===== src/rtl/hazard_ctrl_pkg.sv =====
// Shared types for the hazard controller: bypass select encodings and multicycle FSM states.
package hazard_pkg;

  typedef enum logic [1:0] {
    BYP_FILE   = 2'b00,
    BYP_EX     = 2'b01,
    BYP_MM_PRO = 2'b10,
    BYP_MM_MEM = 2'b11
  } bypass_sel_e;

  typedef enum logic [1:0] {
    MD_IDLE = 2'd0,
    MD_BUSY = 2'd1,
    MD_WB   = 2'd2
  } md_state_e;

endpackage


===== src/rtl/hazard_ctrl_if.sv =====
// Pipeline <-> hazard controller bundle; the pipeline is the master, hazard_ctrl the slave.
interface hazard_ctrl_if #(
  parameter int REG_NUM = 32
);
  localparam int RW = $clog2(REG_NUM);

  logic          id_valid;
  logic [RW-1:0] id_rs1;
  logic [RW-1:0] id_rs2;
  logic          id_rs1_used;
  logic          id_rs2_used;
  logic [RW-1:0] id_rd;
  logic          id_is_md;
  logic [RW-1:0] ex_rd;
  logic [RW-1:0] mm_rd;
  logic          ex_wr_reg_en;
  logic          mm_wr_reg_en;
  logic          ex_is_load;
  logic          mm_is_load;
  logic          ex_branch_taken;

  logic [1:0]    rs1_bypass_sel;
  logic [1:0]    rs2_bypass_sel;
  logic          stall_if;
  logic          stall_id;
  logic          flush_id;
  logic          flush_ex;
  logic          md_issue;
  logic          md_busy;
  logic          md_wb_valid;
  logic [RW-1:0] md_wb_rd;

  modport master (
    output id_valid, id_rs1, id_rs2, id_rs1_used, id_rs2_used, id_rd, id_is_md,
           ex_rd, mm_rd, ex_wr_reg_en, mm_wr_reg_en, ex_is_load, mm_is_load,
           ex_branch_taken,
    input  rs1_bypass_sel, rs2_bypass_sel, stall_if, stall_id, flush_id, flush_ex,
           md_issue, md_busy, md_wb_valid, md_wb_rd
  );

  modport slave (
    input  id_valid, id_rs1, id_rs2, id_rs1_used, id_rs2_used, id_rd, id_is_md,
           ex_rd, mm_rd, ex_wr_reg_en, mm_wr_reg_en, ex_is_load, mm_is_load,
           ex_branch_taken,
    output rs1_bypass_sel, rs2_bypass_sel, stall_if, stall_id, flush_id, flush_ex,
           md_issue, md_busy, md_wb_valid, md_wb_rd
  );

endinterface


===== src/rtl/hazard_ctrl_scoreboard.sv =====
// One pending bit per architectural register for results owed by the multicycle unit.
// Register 0 is hardwired and never marked pending.
module hazard_scoreboard #(
  parameter int REG_NUM = 32,
  parameter int RW      = $clog2(REG_NUM)
) (
  input  logic          clk,
  input  logic          rst,
  input  logic          i_set_en,
  input  logic [RW-1:0] i_set_idx,
  input  logic          i_clr_en,
  input  logic [RW-1:0] i_clr_idx,
  input  logic [RW-1:0] i_rs1,
  input  logic [RW-1:0] i_rs2,
  input  logic [RW-1:0] i_rd,
  output logic          o_rs1_pend,
  output logic          o_rs2_pend,
  output logic          o_rd_pend
);

  logic [REG_NUM-1:0] r_pend;

  always_ff @(posedge clk or posedge rst) begin
    if (rst) begin
      r_pend <= '0;
    end else begin
      if (i_clr_en) r_pend[i_clr_idx] <= 1'b0;
      if (i_set_en) r_pend[i_set_idx] <= 1'b1;
      r_pend[0] <= 1'b0;
    end
  end

  assign o_rs1_pend = r_pend[i_rs1];
  assign o_rs2_pend = r_pend[i_rs2];
  assign o_rd_pend  = r_pend[i_rd];

endmodule


===== src/rtl/hazard_ctrl.sv =====
// Hazard controller: ID bypass selects, load-use / scoreboard / structural stalls, branch flushes.
// Define HAZARD_CTRL_MD_EN to build the multicycle-unit scoreboard and sequencing FSM.
module hazard_ctrl
  import hazard_pkg::*;
#(
  parameter int REG_NUM    = 32,
  parameter int MD_LATENCY = 4
) (
  input  logic          clk,
  input  logic          rst,
  hazard_ctrl_if.slave  hz
);

  localparam int RW = $clog2(REG_NUM);

  function automatic bypass_sel_e f_bypass(
    input logic [RW-1:0] s,
    input logic [RW-1:0] ex_rd,
    input logic [RW-1:0] mm_rd,
    input logic          ex_wr,
    input logic          ex_ld,
    input logic          mm_wr,
    input logic          mm_ld
  );
    bypass_sel_e sel;
    sel = BYP_FILE;
    if (s != '0) begin
      // A load in EX has no data yet, so it never bypasses; load-use stall covers it.
      if (ex_wr && (ex_rd == s) && !ex_ld) sel = BYP_EX;
      else if (mm_wr && (mm_rd == s))      sel = mm_ld ? BYP_MM_MEM : BYP_MM_PRO;
    end
    return sel;
  endfunction

  logic w_rs1_lu;
  logic w_rs2_lu;
  logic w_load_use;
  logic w_sb_stall;
  logic w_struct_stall;
  logic w_stall_any;
  logic w_md_issue;

  assign hz.rs1_bypass_sel = f_bypass(hz.id_rs1, hz.ex_rd, hz.mm_rd, hz.ex_wr_reg_en,
                                      hz.ex_is_load, hz.mm_wr_reg_en, hz.mm_is_load);
  assign hz.rs2_bypass_sel = f_bypass(hz.id_rs2, hz.ex_rd, hz.mm_rd, hz.ex_wr_reg_en,
                                      hz.ex_is_load, hz.mm_wr_reg_en, hz.mm_is_load);

  assign w_rs1_lu = hz.id_rs1_used && (hz.id_rs1 != '0) && (hz.ex_rd == hz.id_rs1);
  assign w_rs2_lu = hz.id_rs2_used && (hz.id_rs2 != '0) && (hz.ex_rd == hz.id_rs2);
  assign w_load_use = hz.id_valid && hz.ex_wr_reg_en && hz.ex_is_load && (w_rs1_lu || w_rs2_lu);

`ifdef HAZARD_CTRL_MD_EN
  localparam int CW = (MD_LATENCY > 1) ? $clog2(MD_LATENCY) : 1;

  md_state_e     r_state;
  logic [CW-1:0] r_cnt;
  logic [RW-1:0] r_md_wb_rd;
  logic          r_md_busy;
  logic          r_md_wb_valid;
  logic          w_rs1_pend;
  logic          w_rs2_pend;
  logic          w_rd_pend;

  hazard_scoreboard #(
    .REG_NUM (REG_NUM),
    .RW      (RW)
  ) u_sb (
    .clk        (clk),
    .rst        (rst),
    .i_set_en   (w_md_issue && (hz.id_rd != '0)),
    .i_set_idx  (hz.id_rd),
    .i_clr_en   (r_md_wb_valid),
    .i_clr_idx  (r_md_wb_rd),
    .i_rs1      (hz.id_rs1),
    .i_rs2      (hz.id_rs2),
    .i_rd       (hz.id_rd),
    .o_rs1_pend (w_rs1_pend),
    .o_rs2_pend (w_rs2_pend),
    .o_rd_pend  (w_rd_pend)
  );

  // WAW on a pending rd stalls even if the ID instruction does not write.
  assign w_sb_stall = hz.id_valid && ((hz.id_rs1_used && w_rs1_pend) ||
                                      (hz.id_rs2_used && w_rs2_pend) || w_rd_pend);
  assign w_struct_stall = hz.id_valid && hz.id_is_md && (r_state != MD_IDLE);
  assign w_md_issue = hz.id_valid && hz.id_is_md && !w_stall_any && !hz.ex_branch_taken;

  always_ff @(posedge clk or posedge rst) begin
    if (rst) begin
      r_state       <= MD_IDLE;
      r_cnt         <= '0;
      r_md_wb_rd    <= '0;
      r_md_busy     <= 1'b0;
      r_md_wb_valid <= 1'b0;
    end else begin
      case (r_state)
        MD_IDLE: begin
          if (w_md_issue) begin
            r_state    <= MD_BUSY;
            r_cnt      <= CW'(MD_LATENCY - 1);
            r_md_wb_rd <= hz.id_rd;
            r_md_busy  <= 1'b1;
          end
        end
        MD_BUSY: begin
          if (r_cnt == '0) begin
            r_state       <= MD_WB;
            r_md_wb_valid <= 1'b1;
          end else begin
            r_cnt <= r_cnt - CW'(1);
          end
        end
        MD_WB: begin
          r_state       <= MD_IDLE;
          r_md_wb_valid <= 1'b0;
          r_md_busy     <= 1'b0;
        end
        default: begin
          r_state       <= MD_IDLE;
          r_md_wb_valid <= 1'b0;
          r_md_busy     <= 1'b0;
        end
      endcase
    end
  end

  assign hz.md_issue    = w_md_issue;
  assign hz.md_busy     = r_md_busy;
  assign hz.md_wb_valid = r_md_wb_valid;
  assign hz.md_wb_rd    = r_md_wb_rd;
`else
  logic w_unused_md;

  assign w_unused_md    = ^{clk, rst, hz.id_is_md, hz.id_rd, MD_LATENCY[0]};
  assign w_sb_stall     = 1'b0;
  assign w_struct_stall = 1'b0;
  assign w_md_issue     = 1'b0;
  assign hz.md_issue    = 1'b0;
  assign hz.md_busy     = 1'b0;
  assign hz.md_wb_valid = 1'b0;
  assign hz.md_wb_rd    = '0;
`endif

  assign w_stall_any = w_load_use || w_sb_stall || w_struct_stall;

  // A taken branch squashes ID, so any stall it would have caused is moot.
  assign hz.stall_if = w_stall_any && !hz.ex_branch_taken;
  assign hz.stall_id = w_stall_any && !hz.ex_branch_taken;
  assign hz.flush_id = hz.ex_branch_taken;
  assign hz.flush_ex = w_stall_any || hz.ex_branch_taken;

endmodule


===== src/flat_wrapper.sv =====
// flat-port wrapper written by rule: the top's interface ports become plain ports
module hazard_ctrl_flat import hazard_pkg::*;
#(
  parameter int REG_NUM    = 32,
  parameter int MD_LATENCY = 4
)
  (clk, rst, hz_id_valid, hz_id_rs1, hz_id_rs2, hz_id_rs1_used, hz_id_rs2_used, hz_id_rd, hz_id_is_md, hz_ex_rd, hz_mm_rd, hz_ex_wr_reg_en, hz_mm_wr_reg_en, hz_ex_is_load, hz_mm_is_load, hz_ex_branch_taken, hz_rs1_bypass_sel, hz_rs2_bypass_sel, hz_stall_if, hz_stall_id, hz_flush_id, hz_flush_ex, hz_md_issue, hz_md_busy, hz_md_wb_valid, hz_md_wb_rd);
  hazard_ctrl_if #(.REG_NUM(REG_NUM)) hz_i ();
  input  logic clk;
  input  logic rst;
  input wire logic [$bits(hz_i.id_valid)-1:0] hz_id_valid;
  input wire logic [$bits(hz_i.id_rs1)-1:0] hz_id_rs1;
  input wire logic [$bits(hz_i.id_rs2)-1:0] hz_id_rs2;
  input wire logic [$bits(hz_i.id_rs1_used)-1:0] hz_id_rs1_used;
  input wire logic [$bits(hz_i.id_rs2_used)-1:0] hz_id_rs2_used;
  input wire logic [$bits(hz_i.id_rd)-1:0] hz_id_rd;
  input wire logic [$bits(hz_i.id_is_md)-1:0] hz_id_is_md;
  input wire logic [$bits(hz_i.ex_rd)-1:0] hz_ex_rd;
  input wire logic [$bits(hz_i.mm_rd)-1:0] hz_mm_rd;
  input wire logic [$bits(hz_i.ex_wr_reg_en)-1:0] hz_ex_wr_reg_en;
  input wire logic [$bits(hz_i.mm_wr_reg_en)-1:0] hz_mm_wr_reg_en;
  input wire logic [$bits(hz_i.ex_is_load)-1:0] hz_ex_is_load;
  input wire logic [$bits(hz_i.mm_is_load)-1:0] hz_mm_is_load;
  input wire logic [$bits(hz_i.ex_branch_taken)-1:0] hz_ex_branch_taken;
  output wire logic [$bits(hz_i.rs1_bypass_sel)-1:0] hz_rs1_bypass_sel;
  output wire logic [$bits(hz_i.rs2_bypass_sel)-1:0] hz_rs2_bypass_sel;
  output wire logic [$bits(hz_i.stall_if)-1:0] hz_stall_if;
  output wire logic [$bits(hz_i.stall_id)-1:0] hz_stall_id;
  output wire logic [$bits(hz_i.flush_id)-1:0] hz_flush_id;
  output wire logic [$bits(hz_i.flush_ex)-1:0] hz_flush_ex;
  output wire logic [$bits(hz_i.md_issue)-1:0] hz_md_issue;
  output wire logic [$bits(hz_i.md_busy)-1:0] hz_md_busy;
  output wire logic [$bits(hz_i.md_wb_valid)-1:0] hz_md_wb_valid;
  output wire logic [$bits(hz_i.md_wb_rd)-1:0] hz_md_wb_rd;
  assign hz_i.id_valid = hz_id_valid;
  assign hz_i.id_rs1 = hz_id_rs1;
  assign hz_i.id_rs2 = hz_id_rs2;
  assign hz_i.id_rs1_used = hz_id_rs1_used;
  assign hz_i.id_rs2_used = hz_id_rs2_used;
  assign hz_i.id_rd = hz_id_rd;
  assign hz_i.id_is_md = hz_id_is_md;
  assign hz_i.ex_rd = hz_ex_rd;
  assign hz_i.mm_rd = hz_mm_rd;
  assign hz_i.ex_wr_reg_en = hz_ex_wr_reg_en;
  assign hz_i.mm_wr_reg_en = hz_mm_wr_reg_en;
  assign hz_i.ex_is_load = hz_ex_is_load;
  assign hz_i.mm_is_load = hz_mm_is_load;
  assign hz_i.ex_branch_taken = hz_ex_branch_taken;
  assign hz_rs1_bypass_sel = hz_i.rs1_bypass_sel;
  assign hz_rs2_bypass_sel = hz_i.rs2_bypass_sel;
  assign hz_stall_if = hz_i.stall_if;
  assign hz_stall_id = hz_i.stall_id;
  assign hz_flush_id = hz_i.flush_id;
  assign hz_flush_ex = hz_i.flush_ex;
  assign hz_md_issue = hz_i.md_issue;
  assign hz_md_busy = hz_i.md_busy;
  assign hz_md_wb_valid = hz_i.md_wb_valid;
  assign hz_md_wb_rd = hz_i.md_wb_rd;
  hazard_ctrl #(.REG_NUM(REG_NUM), .MD_LATENCY(MD_LATENCY)) u_core (.clk(clk), .rst(rst), .hz(hz_i));
endmodule

===== config.mk =====
export PLATFORM = sky130hd
export DESIGN_NAME = hazard_ctrl_flat
export DESIGN_NICKNAME = d
export VERILOG_FILES = /design/src/rtl/hazard_ctrl_pkg.sv /design/src/rtl/hazard_ctrl_if.sv /design/src/rtl/hazard_ctrl_scoreboard.sv /design/src/rtl/hazard_ctrl.sv /design/src/flat_wrapper.sv
export SDC_FILE = /design/constraint.sdc
export NUM_CORES = 1
export LEC_CHECK = 0
export BUFFER_PORTS_ARGS = -buffer_cell sky130_fd_sc_hd__buf_4
export CAP_MARGIN = 10
export CORE_AREA = 2 2 39 41
export DETAILED_ROUTE_END_ITERATION = 10
export DIE_AREA = 0 0 41 43
export PLACE_DENSITY = 0.79
export SLEW_MARGIN = 20
export SYNTH_ARGS = -nofsm -noshare
export SYNTH_HDL_FRONTEND = slang
export SYNTH_HIERARCHICAL = 1
export SYNTH_SLANG_ARGS = --single-unit

===== constraint.sdc =====
create_clock -name vclk -period 1.8
set_input_delay 0.27 -clock vclk [all_inputs]
set_output_delay 0.27 -clock vclk [all_outputs]
set_load 0.01 [all_outputs]

==> flow_summary.ini, run 1 <==
[sta]
setup_ws_ns = -0.1203
setup_viol = 5
min_period_ns = 1.920
fmax_mhz = 520.8
finalHoldWorstSlack_ns = 0.7592
fin_setup_tns_ns = -0.2218
hold_violations = 0
finalMaxSlewViolations = 0
post-route-period-util_pct = 106.7
rsz0062_at_grt = true

[logic_synthesis]
synth_compound_area_share_pct = 9.254
synth_top_family_by_area = XOR/XNOR gates
ys_warn_count = 6
synth_top_cell_area_share_pct = 22.99
syn_inst = 57
synth_mux_area_share_pct = 0
yosys.area_share.adder_pct = 0
synth_area_um2 = 419.2
synthTopCellsByArea = xnor2_1, xor2_1, buf_4, or4_1, nand4_1
ys_seq_area_share_pct = 0
synth_area_leader_cell = xnor2_1
ys_types = 24
syn_area_per_cell_um2 = 7.354
synth_simple_gate_area_share_pct = 30.15
synth_xor_area_share_pct = 41.79

[worst_setup_path]
crit_fanout = 2
worstSetupPathType = in -> out
required_ns = 1.53
crit_start = hz_id_rs1[1]
arrival_ns = 1.65
start_kind = input pin
endpoint = hz_rs1_bypass_sel[0]
end_kind = primary output

[run_status]
outcome = finished, violations left
violations = setup timing

[placed_design]
post-dp-hpwl_um = 1169
gp_congestion = 0.7164
port_buffers = 36

[cells_and_area]
num-fill-cells = 135
seq_cells = 0
syn_to_final_growth_pct = 110.4
nets = 144
antenna-diode-count = 0
n_clock_buffer = 0
multi_input_area_um2 = 426.7
seqCellArea_um2 = 0
layout-drive-gt1-share_pct = 58.49
final_cell_mix = buf_4, buf_6, xnor2_1
final_common_cell = buf_4

[global_routing]
grt_pass1_wl_um = 2076
grt_pass1_vias = 525
grt_max_degree = 5
grt-ovfl-total = 0
track_usage_pct = 16.18
antenna_found_initial = 0

[power]
p_clk_share_pct = 0
total_leakage_power_nw = 0.4243
switching_power_uw = 71.51
pwr_density_cell_nw_per_um2 = 203.6
ir_worst_vdd_mv = 0.1096
combPwrFrac_pct = 100.0
pwr-share-seq_pct = 0
p_int_uw = 108.1
p_sw_share_pct = 39.81

[worst_hold_path]
min_from = hz_ex_branch_taken
min_path_type = in -> out

[floorplanning]
core_um2 = 1384
die_h_um = 43
dieArea_um2 = 1763
io_pins = 52
initial_core_util_pct = 30.29
die-width_um = 41
rows = 14

[route]
via_count = 548
routedWlPerCell_um = 11.09
avgViaCountPerCell = 4.492
dr.pass1.iters = 2
final_antenna_net_count = 0
drc = 0
routed_wl_um = 1353
drt_iter0_drc = 2

[clocking]
postCtsHoldBufs = 0

[run]
max-cap-violations = 0
[worst max-delay path, cell delays in order]
cell    delay [ns]
buf_6         0.09
or4_4         0.53
or2_1         0.24
and4_1        0.17
a32o_2        0.23
buf_6         0.12
[power by group through the flow]
stage               logic [mW]  registers (mW)  clock network (mW)
floorplan               0.0723               0                   0
global placement         0.153               0                   0
detailed placement       0.156               0                   0
CTS                      0.169               0                   0
global route             0.198               0                   0
finish                   0.180               0                   0
[layer usage]
metal / GRT usage, % / share of wire (%) / vias up
met5: 0 / 0 / -
met4: 0 / 0 / 0
met3: 0 / 9.9 / 0
met2: 32.19 / 58 / 32
met1: 18.67 / 32 / 234
li1: - / - / 282
[worst min-delay path by stage]
stage                     depth (start not counted)           to  slack (ns)
final                                             2  hz_flush_id        0.76
after global routing                              2  hz_flush_id        0.77
after CTS                                         2  hz_flush_id        0.75
after detailed placement                          2  hz_flush_id        0.75
after global placement                            2  hz_flush_id        0.74
after floorplan                                   1  hz_stall_id        0.57
[per-stage QoR]
stage               cell area, um2  cells  total power, mW  utilization, %  setup slack (ns)
floorplan                    449.2     64          0.07231               -           0.06644
global placement             769.5    120           0.1527           55.61           -0.1839
detailed placement           769.5    120           0.1562           55.61           -0.2323
CTS                          832.0    123           0.1691           60.13           -0.1478
global route                 882.1    122           0.1975           63.74           -0.1592
finish                       882.1    122           0.1796           63.74           -0.1203
[cells by family (layout without fill, tap and decap cells)]
logic type             count (synthesis)  after routing
AO/OA/AOI/OAI                          5              5
XOR/XNOR                              20             20
other                                  1              8
buffers and inverters                 10             52
AND/OR/NAND/NOR                       21             21
[area by class of cell]
type | instances | area share, %
timing repair buffer | 52 | 49.36
multi-input combinational | 54 | 48.37
tap | 16 | 2.270
[synth_stat cells (all sizes together)]
cell type	n
or2	1
xnor2	11
and4	1
or3	1
a21boi	1
xor2	9
nor3	1
or4b	1
a21oi	1
a32o	1
nand3	1
o2bb2ai	1
or4	2
and3	1
nor2	2
nand3b	1
nand2	3
conb	1
and2	1
buf	10
nor4	2
o211ai	1
nor2b	1
nand4	2
[timing repair]
action	4_1_cts	5_1_grt
endpoints found under the setup margin	5	6
pin swaps	7	10
setup buffers	3	0
resized for setup	12	13
Note: power is estimated with default switching activity, not from simulation.
==> run 2, diff against run 1 <==
==> constraint.sdc (replaced) <==
create_clock -name vclk -period 1.8
set_input_delay 0.36 -clock vclk [all_inputs]
set_output_delay 0.36 -clock vclk [all_outputs]
set_load 0.01 [all_outputs]
==> run 2 against run 1 <==
The flow still finishes with violations (setup timing). Fmax shrank 7.9%. Count of clock-buffer cells in the layout unchanged. Non-clock buffer count increased by 2. Critical path depth did not move. Routed wire length grew 11%. Setup slack lost 0.17 ns. Critical endpoint unchanged. Via count rose by 6.2%. Total power up 7.6%. First-iteration DRC count unchanged.
==> flow_summary.ini, run 2 (synthesis gave the netlist of run 1 again) <==
[worst_hold_path]
min_to = hz_flush_id
min_from = hz_ex_branch_taken
min_path_type = in -> out
whs_path_depth = 2

[route]
routedWlPerCell_um = 12.10
dr.pass1.iters = 3
final_antenna_net_count = 0
avgViaCountPerCell = 4.694
drc = 0
drt_iter0_drc = 2
via_count = 582
routed_wl_um = 1501

[power]
ir_worst_vdd_mv = 0.1216
total_leakage_power_nw = 0.4359
combPwrFrac_pct = 100.0
p_sw_share_pct = 40.42
pwr-share-seq_pct = 0
p_int_uw = 115.2
pwr_density_cell_nw_per_um2 = 209.9
power.total_uw = 193.3
p_clk_share_pct = 0
switching_power_uw = 78.12

[sta]
setup_viol = 7
hold_violations = 0
fin_setup_tns_ns = -1.184
setup_ws_ns = -0.2857
fmax_mhz = 479.4
finalMaxSlewViolations = 0
rsz0062_at_grt = true
min_period_ns = 2.086
post-route-period-util_pct = 115.9

[floorplanning]
rows = 14
die-width_um = 41
dieArea_um2 = 1763
io_pins = 52
initial_core_util_pct = 30.29
die_h_um = 43
core_um2 = 1384

[global_routing]
antenna_found_initial = 0
grt_pass1_wl_um = 2194
grt-ovfl-total = 0
grt_max_degree = 4
grt_pass1_vias = 561
track_usage_pct = 17.28

[cells_and_area]
seqCellArea_um2 = 0
nets = 146
final_common_cell = buf_4
syn_to_final_growth_pct = 119.7
seq_cells = 0
n_clock_buffer = 0
final_cell_mix = buf_4, buf_6, xnor2_1
layout-drive-gt1-share_pct = 63.89
num-fill-cells = 132
antenna-diode-count = 0

[worst_setup_path]
crit_family = simple AND/OR/NAND/NOR gates
end_kind = primary output
crit_fanout = 2
start_kind = input pin
critPathBufInv = 2
worstSetupPathType = in -> out
cpMaxStageDelayCell = or4_4
arrival_ns = 1.73
required_ns = 1.44
cpMostUsedCell = buf_6
cpPeakStageDelay_ns = 0.53
path_cells = buf_6 > or4_4 > or2_1 > and4_1 > a32o_2 > buf_6

[run_status]
outcome = finished, violations left
violations = setup timing

[run]
max-cap-violations = 0

[clocking]
postCtsHoldBufs = 0

[placed_design]
post-dp-hpwl_um = 1283
gp_congestion = 0.7239
port_buffers = 36
dpl_worst_slack_ns = -0.3676
[run 2: changes by cell type in the layout (fill, tap and decap cells not counted), sizes merged]
cell  previous run  this run
buf             52        54
[run 2: how the worst max path moves through the flow]
stage | from | end | slack, ns | cells past startpoint
6_report | hz_id_rs1[4] | hz_rs1_bypass_sel[0] | -0.29 | 6
3_5_place_dp | hz_id_rs1[1] | hz_rs1_bypass_sel[0] | -0.37 | 6
2_1_floorplan | hz_id_rs1[1] | hz_rs1_bypass_sel[0] | -0.07 | 4
3_3_place_gp | hz_id_rs1[1] | hz_rs1_bypass_sel[0] | -0.36 | 6
5_1_grt | hz_id_rs1[4] | hz_rs1_bypass_sel[0] | -0.32 | 6
4_1_cts | hz_id_rs1[4] | hz_rs1_bypass_sel[0] | -0.29 | 6
[run 2: through the flow]
stage	cells	cell area, um2	hold WS, ns	utilization, %
3_3_place_gp	124	815.8	0.9349	58.95
5_1_grt	124	920.9	0.9507	66.55
4_1_cts	125	894.6	0.9394	64.65
3_5_place_dp	124	815.8	0.9369	58.95
6_report	124	920.9	0.9383	66.55
2_1_floorplan	64	465.4	0.7405	-
[run 2: what timing repair did]
action,4_1_cts,5_1_grt
gates resized for setup,19,6
pin swaps,11,3
buffers inserted,2,1
setup endpoints to repair,7,7
gates cloned,0,0
[run 2: power by group through the flow]
stage               registers (mW)  logic [mW]  clock network [mW]
floorplan                        0      0.0735                   0
global placement                 0       0.165                   0
detailed placement               0       0.171                   0
CTS                              0       0.187                   0
global route                     0       0.209                   0
finish                           0       0.193                   0
[run 2: area by class of cell]
| class | instances | area, um2 | area share [%] |
|---|---|---|---|
| timing repair buffer | 54 | 446.7 | 48.51 |
| tap | 16 | 20.02 | 2.174 |
| multi-input combinational | 54 | 454.2 | 49.32 |
[run 2: metal layers]
| metal | vias to the layer above | track usage (%) | routed length, um |
|---|---|---|---|
| met5 | - | 0 | 0 |
| met4 | 0 | 0 | 16 |
| met3 | 2 | 0 | 164 |
| met2 | 37 | 36.56 | 854 |
| met1 | 259 | 17.72 | 466 |
| li1 | 284 | - | - |
==> run 3, diff against run 2 <==
--- a/config.mk
+++ b/config.mk
@@ -5,12 +5,13 @@
 export SDC_FILE = /design/constraint.sdc
 export NUM_CORES = 1
 export LEC_CHECK = 0
+export ABC_AREA = 1
 export BUFFER_PORTS_ARGS = -buffer_cell sky130_fd_sc_hd__buf_4
 export CAP_MARGIN = 10
-export CORE_AREA = 2 2 39 41
+export CORE_UTILIZATION = 38
 export DETAILED_ROUTE_END_ITERATION = 10
-export DIE_AREA = 0 0 41 43
-export PLACE_DENSITY = 0.79
+export MAX_ROUTING_LAYER = met4
+export PLACE_DENSITY = 0.86
 export SLEW_MARGIN = 20
 export SYNTH_ARGS = -nofsm -noshare
 export SYNTH_HDL_FRONTEND = slang
==> run 3 against run 2 <==
The flow now finishes without violations. Largest power group unchanged. Die area fell by 16%. Flip-flop and latch count did not move. Global-route usage rose by 3.8 points. Largest cell class unchanged. Core utilization fell by 2.9 points. Critical path type unchanged.
==> flow_summary.ini, run 3 <==
[cells_and_area]
num-fill-cells = 126
seqCellArea_um2 = 0
design_area_um2 = 745.7
utilization_pct = 63.68
n_clock_buffer = 0
final_cell_mix = buf_4, nand2_1, inv_1
final_common_cell = buf_4
nets = 168
layout-drive-gt1-share_pct = 33.08
antenna-diode-count = 0
syn_to_final_growth_pct = 47.16
seq_cells = 0

[clocking]
cts_resized = 0
post_cts_buffers = 0
postCtsHoldBufs = 0

[route]
routedWlPerCell_um = 9.792
final_antenna_net_count = 0
via_count = 669
drt_iter0_drc = 12
drc = 0
dr.pass1.iters = 4
avgViaCountPerCell = 4.646
routed_wl_um = 1410

[global_routing]
grt_max_degree = 5
antenna_found_initial = 0
grt_pass1_wl_um = 2263
grt_pass1_vias = 607
track_usage_pct = 21.10
grt-ovfl-total = 0

[logic_synthesis]
synth_top_cell_area_share_pct = 22.96
ys_warn_count = 6
yosys-top-cells-count = nand2_1, inv_1, buf_4
ys_seq_area_share_pct = 0
synth_area_um2 = 506.7
synth_area_leader_cell = nand2_1
syn_area_per_cell_um2 = 5.224
synth_most_common_cell = nand2_1
synthTopCellsByArea = nand2_1, buf_4, inv_1, xnor2_1, xor2_1
syn_inst = 97
ys_types = 17

[worst_hold_path]
min_path_type = in -> out
min_from = hz_ex_branch_taken
whs_path_depth = 2
min_to = hz_flush_id

[power]
total_leakage_power_nw = 0.4459
p_int_uw = 76.37
combPwrFrac_pct = 100.0
p_sw_share_pct = 50.11
p_clk_share_pct = 0
pwr-share-seq_pct = 0
ir_worst_vdd_mv = 0.1209
switching_power_uw = 76.71
pwr_density_cell_nw_per_um2 = 205.3

[placed_design]
port_buffers = 36
placed_cell_area_um2 = 745.7
post-dp-hpwl_um = 1275
gp_congestion = 0.8382

[worst_setup_path]
cpMaxStageDelayCell = xnor2_1
cpPeakStageDelay_ns = 0.17
critPathBufInv = 2
worstSetupPathType = in -> out
crit_family = simple AND/OR/NAND/NOR gates
cp.depth = 9
path_cells = buf_4 > xnor2_1 > nand2_1 > nor2_2 > nand3_1 > nand2_1 > nand2_2 > nor2_2 > buf_4
crit_fanout = 2
required_ns = 1.44
arrival_ns = 1.31
end_kind = primary output
start_kind = input pin

[floorplanning]
core_um2 = 1171
die-width_um = 38.52
io_pins = 52
dieArea_um2 = 1483
initial_core_util_pct = 43.27
die_h_um = 38.52
rows = 12

[run]
max-cap-violations = 0

[sta]
finalMaxSlewViolations = 0
rsz0062_at_grt = false
post-route-period-util_pct = 92.69
setup_viol = 0
min_period_ns = 1.668
fin_setup_tns_ns = 0
fmax_mhz = 599.4
hold_violations = 0

[run_status]
outcome = completed
-- run 3: cell type report --
class / count / area [um2] / share of cell area (%)
Inverter: 14 / 52.55 / 7.047
Tap cell: 14 / 17.52 / 2.349
Timing Repair Buffer: 36 / 270.3 / 36.24
Multi-Input combinational cell: 80 / 405.4 / 54.36
-- run 3: how the worst max path moves through the flow --
stage,from,endpoint
after floorplan,hz_ex_rd[0],hz_stall_if
after global placement,hz_id_rs1[2],hz_rs1_bypass_sel[1]
after CTS,hz_ex_rd[1],hz_stall_id
final,hz_ex_rd[0],hz_stall_id
after detailed placement,hz_ex_rd[1],hz_stall_id
after global routing,hz_id_rs1[2],hz_rs1_bypass_sel[0]
-- run 3: per-layer routing --
layer  vias up  routed length (um)  GRT usage, %  part of all wire [%]
met2        28                 708         40.42                    50
met1       291                 595         23.97                    42
li1        346                   -             -                     -
met5         -                   0             -                     0
met3         4                  80        0.5814                   5.7
met4         0                  25         4.310                   1.8
-- run 3: kinds of logic after synthesis --
| group | synth area share (%) |
|---|---|
| other cells | 0.7400 |
| simple gates | 48.64 |
| xor+xnor | 19.01 |
| compound gates | 6.418 |
| buf+inv | 25.18 |
-- run 3: stage by stage --
stage	setup slack (ns)	hold slack (ns)	std cells	total power [mW]
5_1_grt	0.01288	0.9368	144	0.1695
3_5_place_dp	0.1630	0.9312	144	0.1513
3_3_place_gp	0.2035	0.9221	144	0.1470
4_1_cts	0.1568	0.9310	144	0.1519
6_report	0.1315	0.9292	144	0.1531
2_1_floorplan	0.3230	0.7547	104	0.08525
-- run 3: power by group through the flow --
stage / combinational (mW) / sequential, mW / clock [mW]
4_1_cts: 0.152 / 0 / 0
3_3_place_gp: 0.147 / 0 / 0
3_5_place_dp: 0.151 / 0 / 0
5_1_grt: 0.170 / 0 / 0
6_report: 0.153 / 0 / 0
2_1_floorplan: 0.0852 / 0 / 0
